--- src/rtl/burst_count_monitor_pkg.sv ---
// Shared types and defaults for the burst count monitor.
// Optional input synchronizer is selected with BURST_MON_SYNC_EN.
package burst_mon_pkg;

  typedef enum logic [1:0] {
    IDLE     = 2'd0,
    ARMED    = 2'd1,
    COUNTING = 2'd2,
    DONE     = 2'd3
  } mon_state_t;

  localparam int IDLE_CNT_W   = 8;
  localparam int CW_DEF       = 4;
  localparam int IDLE_CYC_DEF = 4;

endpackage

--- src/rtl/burst_count_monitor_if.sv ---
// Control/result bundle between a bring-up harness (master) and the monitor (slave).
interface burst_count_monitor_if #(
  parameter int CW = burst_mon_pkg::CW_DEF
);

  logic          arm;
  logic          step_in;
  logic          count_ack;
  logic [CW-1:0] count_out;
  logic          count_valid;
  logic          overflow;
  logic          busy;

  modport master (
    output arm, step_in, count_ack,
    input  count_out, count_valid, overflow, busy
  );

  modport slave (
    input  arm, step_in, count_ack,
    output count_out, count_valid, overflow, busy
  );

endinterface

--- src/rtl/burst_count_monitor_rise_edge_detect.sv ---
// Rising-edge detector on the step line; BURST_MON_SYNC_EN inserts a
// 2-flop synchronizer ahead of the edge register.
module rise_edge_detect (
  input  logic clk,
  input  logic rst,
  input  logic step_in,
  output logic step_edge
);

  logic step_s;
  logic prev_r;

`ifdef BURST_MON_SYNC_EN
  logic [1:0] sync_r;

  // Two-stage synchronizer for asynchronous pulse sources
  always_ff @(posedge clk) begin
    if (rst) begin
      sync_r <= 2'b00;
    end else begin
      sync_r <= {sync_r[0], step_in};
    end
  end

  assign step_s = sync_r[1];
`else
  assign step_s = step_in;
`endif

  // Previous-sample register for edge detection
  always_ff @(posedge clk) begin
    if (rst) begin
      prev_r <= 1'b0;
    end else begin
      prev_r <= step_s;
    end
  end

  assign step_edge = step_s & ~prev_r;

endmodule

--- src/rtl/burst_count_monitor.sv ---
// Counts step edges within one burst, ends the burst after IDLE_CYC quiet cycles
// and presents the count with valid/ack. Optional macro: BURST_MON_SYNC_EN.
module burst_count_monitor
  import burst_mon_pkg::*;
#(
  parameter int CW       = CW_DEF,
  parameter int IDLE_CYC = IDLE_CYC_DEF
) (
  input logic                  clk,
  input logic                  rst,
  burst_count_monitor_if.slave bus
);

  localparam logic [CW-1:0]         CNT_MAX    = {CW{1'b1}};
  localparam logic [IDLE_CNT_W-1:0] IDLE_LIMIT = IDLE_CNT_W'(IDLE_CYC);

  mon_state_t            state_r;
  logic [CW-1:0]         count_r;
  logic [IDLE_CNT_W-1:0] idle_r;
  logic [IDLE_CNT_W-1:0] idle_inc_s;
  logic                  ovf_r;
  logic                  valid_r;
  logic                  busy_r;
  logic                  step_edge_s;

  rise_edge_detect u_edge (
    .clk       (clk),
    .rst       (rst),
    .step_in   (bus.step_in),
    .step_edge (step_edge_s)
  );

  assign idle_inc_s = idle_r + IDLE_CNT_W'(1);

  // Burst FSM with step/idle counters and registered outputs
  always_ff @(posedge clk) begin
    if (rst) begin
      state_r <= IDLE;
      count_r <= '0;
      idle_r  <= '0;
      ovf_r   <= 1'b0;
      valid_r <= 1'b0;
      busy_r  <= 1'b0;
    end else begin
      case (state_r)
        IDLE: begin
          if (bus.arm) begin
            state_r <= ARMED;
            count_r <= '0;
            ovf_r   <= 1'b0;
            idle_r  <= '0;
          end
        end
        ARMED: begin
          if (!bus.arm) begin
            state_r <= IDLE;
          end else if (step_edge_s) begin
            state_r <= COUNTING;
            count_r <= CW'(1);
            idle_r  <= '0;
            busy_r  <= 1'b1;
          end
        end
        COUNTING: begin
          // Abort beats everything; an edge beats the idle timeout
          if (!bus.arm) begin
            state_r <= IDLE;
            busy_r  <= 1'b0;
          end else if (step_edge_s) begin
            idle_r <= '0;
            if (count_r == CNT_MAX) begin
              ovf_r <= 1'b1;
            end else begin
              count_r <= count_r + CW'(1);
            end
          end else if (idle_inc_s == IDLE_LIMIT) begin
            state_r <= DONE;
            idle_r  <= '0;
            valid_r <= 1'b1;
            busy_r  <= 1'b0;
          end else begin
            idle_r <= idle_inc_s;
          end
        end
        DONE: begin
          if (bus.count_ack) begin
            valid_r <= 1'b0;
            if (bus.arm) begin
              state_r <= ARMED;
              count_r <= '0;
              ovf_r   <= 1'b0;
            end else begin
              state_r <= IDLE;
            end
          end
        end
        default: begin
          state_r <= IDLE;
          valid_r <= 1'b0;
          busy_r  <= 1'b0;
          idle_r  <= '0;
        end
      endcase
    end
  end

  assign bus.count_out   = count_r;
  assign bus.count_valid = valid_r;
  assign bus.overflow    = ovf_r;
  assign bus.busy        = busy_r;

endmodule

--- src/flat_wrapper.sv ---
// flat-port wrapper written by rule: the top's interface ports become plain ports
module burst_count_monitor_flat import burst_mon_pkg::*;
#(
  parameter int CW       = CW_DEF,
  parameter int IDLE_CYC = IDLE_CYC_DEF
)
  (clk, rst, bus_arm, bus_step_in, bus_count_ack, bus_count_out, bus_count_valid, bus_overflow, bus_busy);
  burst_count_monitor_if #(.CW(CW)) bus_i ();
  input logic clk;
  input logic rst;
  input wire logic [$bits(bus_i.arm)-1:0] bus_arm;
  input wire logic [$bits(bus_i.step_in)-1:0] bus_step_in;
  input wire logic [$bits(bus_i.count_ack)-1:0] bus_count_ack;
  output wire logic [$bits(bus_i.count_out)-1:0] bus_count_out;
  output wire logic [$bits(bus_i.count_valid)-1:0] bus_count_valid;
  output wire logic [$bits(bus_i.overflow)-1:0] bus_overflow;
  output wire logic [$bits(bus_i.busy)-1:0] bus_busy;
  assign bus_i.arm = bus_arm;
  assign bus_i.step_in = bus_step_in;
  assign bus_i.count_ack = bus_count_ack;
  assign bus_count_out = bus_i.count_out;
  assign bus_count_valid = bus_i.count_valid;
  assign bus_overflow = bus_i.overflow;
  assign bus_busy = bus_i.busy;
  burst_count_monitor #(.CW(CW), .IDLE_CYC(IDLE_CYC)) u_core (.clk(clk), .rst(rst), .bus(bus_i));
endmodule
--- config.mk ---
export PLATFORM = sky130hd
export DESIGN_NAME = burst_count_monitor_flat
export DESIGN_NICKNAME = d
export VERILOG_FILES = /design/src/rtl/burst_count_monitor_pkg.sv /design/src/rtl/burst_count_monitor_if.sv /design/src/rtl/burst_count_monitor_rise_edge_detect.sv /design/src/rtl/burst_count_monitor.sv /design/src/flat_wrapper.sv
export SDC_FILE = /design/constraint.sdc
export NUM_CORES = 1
export LEC_CHECK = 0
export CAP_MARGIN = 20
export CORE_ASPECT_RATIO = 1.5
export CORE_MARGIN = 4
export CORE_UTILIZATION = 65
export CTS_BUF_LIST = sky130_fd_sc_hd__clkbuf_4
export DETAILED_ROUTE_END_ITERATION = 10
export DONT_BUFFER_PORTS = 1
export GPL_TIMING_DRIVEN = 0
export PLACE_DENSITY = 0.8
export SYNTH_ARGS = -nofsm -noshare
export SYNTH_HDL_FRONTEND = slang
export SYNTH_SLANG_ARGS = --single-unit
--- constraint.sdc ---
create_clock -name clk -period 4.45 [get_ports clk]
set_clock_uncertainty 0.05 [all_clocks]
set_input_delay 0.2225 -clock clk [delete_from_list [all_inputs] [get_ports clk]]
set_output_delay 0.2225 -clock clk [all_outputs]
set_load 0.005 [all_outputs]
# Yosys cells after proc, flatten, opt, wreduce, memory -nomap -nowiden
# Cells that the tools add are included.
# classes
add_sub_neg,2
n_eq_ne,18
mux,41
bitwise_logic,2
reduce_logical,11
# ops
cell,n
8-bit 2-to-1 mux,6
4-bit 2-to-1 mux,7
5-bit AND reduction,5
8-bit case mux with 3 select lines,1
4-bit case mux with 4 select lines,1
1-bit 2-to-1 mux,15
2-bit 2-to-1 mux,7
"2-bit inequality test, second input constant",6
"8-bit by 1-bit adder with 8-bit output, second input constant",1
"8-bit by 3-bit == test with 1-bit output, second input constant",1
"2-bit by 1-bit inequality test with 1-bit output, second input constant",4
2-bit case mux with 4 select lines,1
"3-bit by 2-bit inequality test with 1-bit output, second input constant",2
6-bit AND reduction,1
3-bit nonzero test,2
"4-bit by 1-bit adder with 4-bit output, second input constant",1
"2-bit == test, second input constant",2
"4-bit == test, second input constant",1
1-bit case mux with 2 select lines,2
2-bit nonzero test,2
"3-bit inequality test, second input constant",1
1-bit case mux with 3 select lines,1
"2-bit by 1-bit == test with 1-bit output, second input constant",1
2-bit logical NOT,1
other kinds (2),2
# totals
register_bits,18
in_bits,5
out_inout_bits,7
word_cells,81

# Depth between registers and ports, before layout
# logic_depth
word_depth,6
mapped_depth,9

# By module
# From an unflattened synthesis, not the netlist that was laid out.
# unflattened
cells_unflattened,147
hier_area_um2,1189.9
# modules_own_cells
module,n_inst,cells_per_inst,area_each_um2,seq_area_each_um2
burst_count_monitor,1,144,1142.3,340.3
rise_edge_detect,1,3,47.5,20.0

# Least setup slack after synthesis
# OpenSTA, ideal clock, no wires.
# synth_timing
kind,flip-flop to flip-flop
start,reg u_core.state_r[1]
end,reg u_core.idle_r[2]
t_arrival_ps,1867
required_ps,4312
path_slack_ps,2445
stages_incl_launch_ff,9
n_path_buf,2
synth_period_minus_slack_ps,2005
path_cell_list,dfxtp_1 inv_1 ha_1 clkbuf_1 or4_4 buf_6 nor3b_2 a21oi_1 o32ai_2
# synth_via
elab_chain_len,3
word_cells_on_any_way,10
# synth_rtl
item,line,rtl
from (decl),burst_count_monitor.sv:17,mon_state_t state_r;
from (signal assigned),burst_count_monitor.sv:38,state_r <= IDLE;
from (signal assigned),burst_count_monitor.sv:48,state_r <= ARMED;
from (signal assigned),burst_count_monitor.sv:56,state_r <= IDLE;
"2-bit == test, or another cell as far along",burst_count_monitor.sv:45,case (state_r)
"2-bit inequality test (no line), or another cell as far along",n/a,
5-bit AND reduction (no line),n/a,
to (signal assigned),burst_count_monitor.sv:82,idle_r <= idle_inc_s;
to (decl),burst_count_monitor.sv:19,logic [IDLE_CNT_W-1:0] idle_r;
# Parallel ways exist; a longest one is shown, timed or not.
# A chain may end at the register's enable or synchronous reset.

# Worst setup path in the final report
# layout_timing
start,reg u_core.state_r[0]
end,reg u_core.idle_r[0]
# The elaborated chain is that of the path after synthesis.

==> reports/qor.yml <==
crit_path_top_delay_cell: "dfxtp_1"
synth_common_cells: "dfxtp_1 (18), nor2_1 (14), a21oi_1 (9), nand2_1 (9), ha_1 (8)"
relSlewSlack: 0.6889
syn_area_mm2: 0.001289
die_area_mm2: 0.002774
rows: 19
cts.sinks: 18
drv_cap: 0
yosys_most_used_dff: "dfxtp_1"
start_kind: "flop"
die_h_um: 62.54
hp-class: "input pin to flop"
worst-setup-path-type: "flop to flop"
drive_gt1_frac: 0.1355
tns_ns: 0
dp_slack_ns: 2.232
report.final.slew_viol_count: 0
syn_to_final_growth_pct: 3.786
ios: 12
fin_ws_ns: 2.204
cts_made_buffers: 3
n_antenna_cell: 0
drt_first_pass_iters: 5
num-fill-cells: 147
leakage_nw: 0.4880
synth_cell_types: 51
status: "complete, no violations"
clock_latency_ns: 0.29
drt-total-wl_mm: 2.710
p_total_mw: 0.3060
gr-usage-met3: 0.02882
synth_seq_area_share: 0.2796
finalHoldViolCount: 0
syn_inst: 152
die_w_um: 44.36
postCtsHoldBufs: 0
clockBufferDepth: 2
clk_pin_slew_ns: 0.10
min_period_ns: 2.246
async_flop_share: 0
drtIter0Drc: 34
ir_drop_mv: 0.1757
grt_max_degree: 11
routedWlPerCell_um: 15.40
cts_setup_buffers: 0
grt_pass1_vias: 1133
top_usage_layer: "met2"
drt-vias-per-instance: 6.517
ant_nets: 0
drc: 0
yosysWarnings: 0
tightest_slew_ns: 0.4649
ctsResizeCount: 0
finalCritPeriodShare: 0.5048
io_buffer_count: 0
vias: 1147
grtUsageTotal: 0.2227
synth_seq_cells: 18
place_area_mm2: 0.001315
syn_nets: 165
root_buffer: "clkbuf_4"
synth_edf_count: 0
p_per_area_mw_per_mm2: 228.8
cts_tree: "built"
worst_setup_path_end_kind: "flop"
grt-ovfl-total: 0
grtUsageMet2: 0.4015
antenna_found_initial: 0
synth_top_area_cell: "dfxtp_1"
rsz0062_at_grt: "false"
dp_hpwl_mm: 2.162
grtUsageMet1: 0.2531
start_util: 0.6950
htreeDepth: 1
grt_pass1_wl_mm: 4.830
finalSetupViolCount: 0
gp_congestion: 0.8328
cp_cell_sequence: "ha_1, clkbuf_1, inv_1, a22oi_2, nor2_1, or3b_2, o41ai_1"
clock.fmax_ghz: 0.4452
avgSynthCellArea_um2: 8.479
synth_top_area_share: 0.2796
fin_nets: 170
yosysMostFrequentCell: "dfxtp_1"
cp_slowest_stage_delay_ns: 0.48
fin_area_mm2: 0.001338
fp.coreArea_mm2: 0.001854
cp_data_arrival_time_ns: 2.40
synth_area_leaders: "dfxtp_1 (28%), ha_1 (7.8%), nor2_1 (4.1%)"
crit_fanout: 8
critPathRequiredTime_ns: 4.60
## flip-flops by register name, indices dropped and copies added (netlist names)
signal and flops:
u_core.bus.count_out 4, u_core.bus.count_valid 1, u_core.state_r 2, u_core.u_edge.prev_r 1
u_core.bus.overflow 1, u_core.bus.busy 1, u_core.idle_r 8
## worst max-delay path, delay by kind of cell (launching register included)
family,cells,cell delay (ns)
AO/OA/AOI/OAI,2,0.36
adder cells (fa/ha/maj),1,0.19
buffers and inverters,2,0.43
flip-flops,1,0.48
AND/OR/NAND/NOR,2,0.65
## routing by layer
metal | vias to the layer above | wire [µm]
met5 | - | 0
met1 | 546 | 1139
met2 | 23 | 1445
met3 | 6 | 86
met4 | 0 | 39
li1 | 572 | -
## power breakdown
group          internal [mW]  total [mW]  switching, mW
clock network         0.0315      0.0796         0.0481
logic                 0.0237      0.0565         0.0328
registers              0.165       0.170        0.00516
total                  0.220       0.306         0.0861
## logic make-up after synthesis
family                   after synthesis  synth area share
multiplexers                           2           0.01553
AO/OA/AOI/OAI                         40            0.2534
AND/OR/NAND/NOR                       71            0.3184
buffers and inverters                 12           0.04854
flip-flops                            18            0.2796
adder cells (fa/ha/maj)                8           0.07767
XOR/XNOR                               1          0.006797
## worst paths after layout
| path | start | to | slack, ns | depth (start not counted) |
|---|---|---|---|---|
| worst max-delay path | u_core.state_r[0] | u_core.idle_r[0] | 2.20 | 7 |
| worst min-delay path | bus_step_in | u_core.u_edge.prev_r | 0.02 | 1 |
| worst max register to register | u_core.state_r[0] | u_core.idle_r[0] | 2.20 | 7 |
| worst min register to register | u_core.bus.count_out[3] | u_core.bus.count_out[3] | 0.48 | 2 |
## final cells by class
type | instances | area (µm²) | share of cell area
multi-input combinational | 122 | 865.8 | 0.6473
sequential | 18 | 360.3 | 0.2694
buffer | 7 | 43.79 | 0.03274
tap | 21 | 26.28 | 0.01964
clock buffer | 3 | 22.52 | 0.01684
inverter | 5 | 18.77 | 0.01403
## stage by stage
step | instances | utilization | hold slack [ns]
after detailed placement | 173 | 0.7092 | 0.3173
final | 176 | 0.7213 | 0.01775
after CTS | 176 | 0.7213 | 0.01427
after floorplan | 152 | - | 0.3007
after global placement | 173 | 0.7092 | 0.3072
after global routing | 176 | 0.7213 | 0.01694
## cells in the final DEF, fill, tap and decap left out, types with 2 or more instances in the layout
cell / n
a211o_1: 2
a21oi_1: 9
a311oi_1: 3
a31oi_1: 2
and2_1: 4
and3_1: 3
and4_1: 2
buf_2: 2
buf_6: 2
clkbuf_1: 2
clkbuf_4: 3
dfxtp_1: 18
ha_1: 8
inv_1: 5
mux2i_1: 2
nand2_1: 9
nand2b_1: 4
nand3_1: 7
nand4_1: 4
nor2_1: 14
nor2b_1: 4
nor3_1: 7
nor3b_1: 2
o21ai_0: 5
o21ai_1: 3
or2_2: 2
or4_1: 2
(Power assumes the default switching activity.)
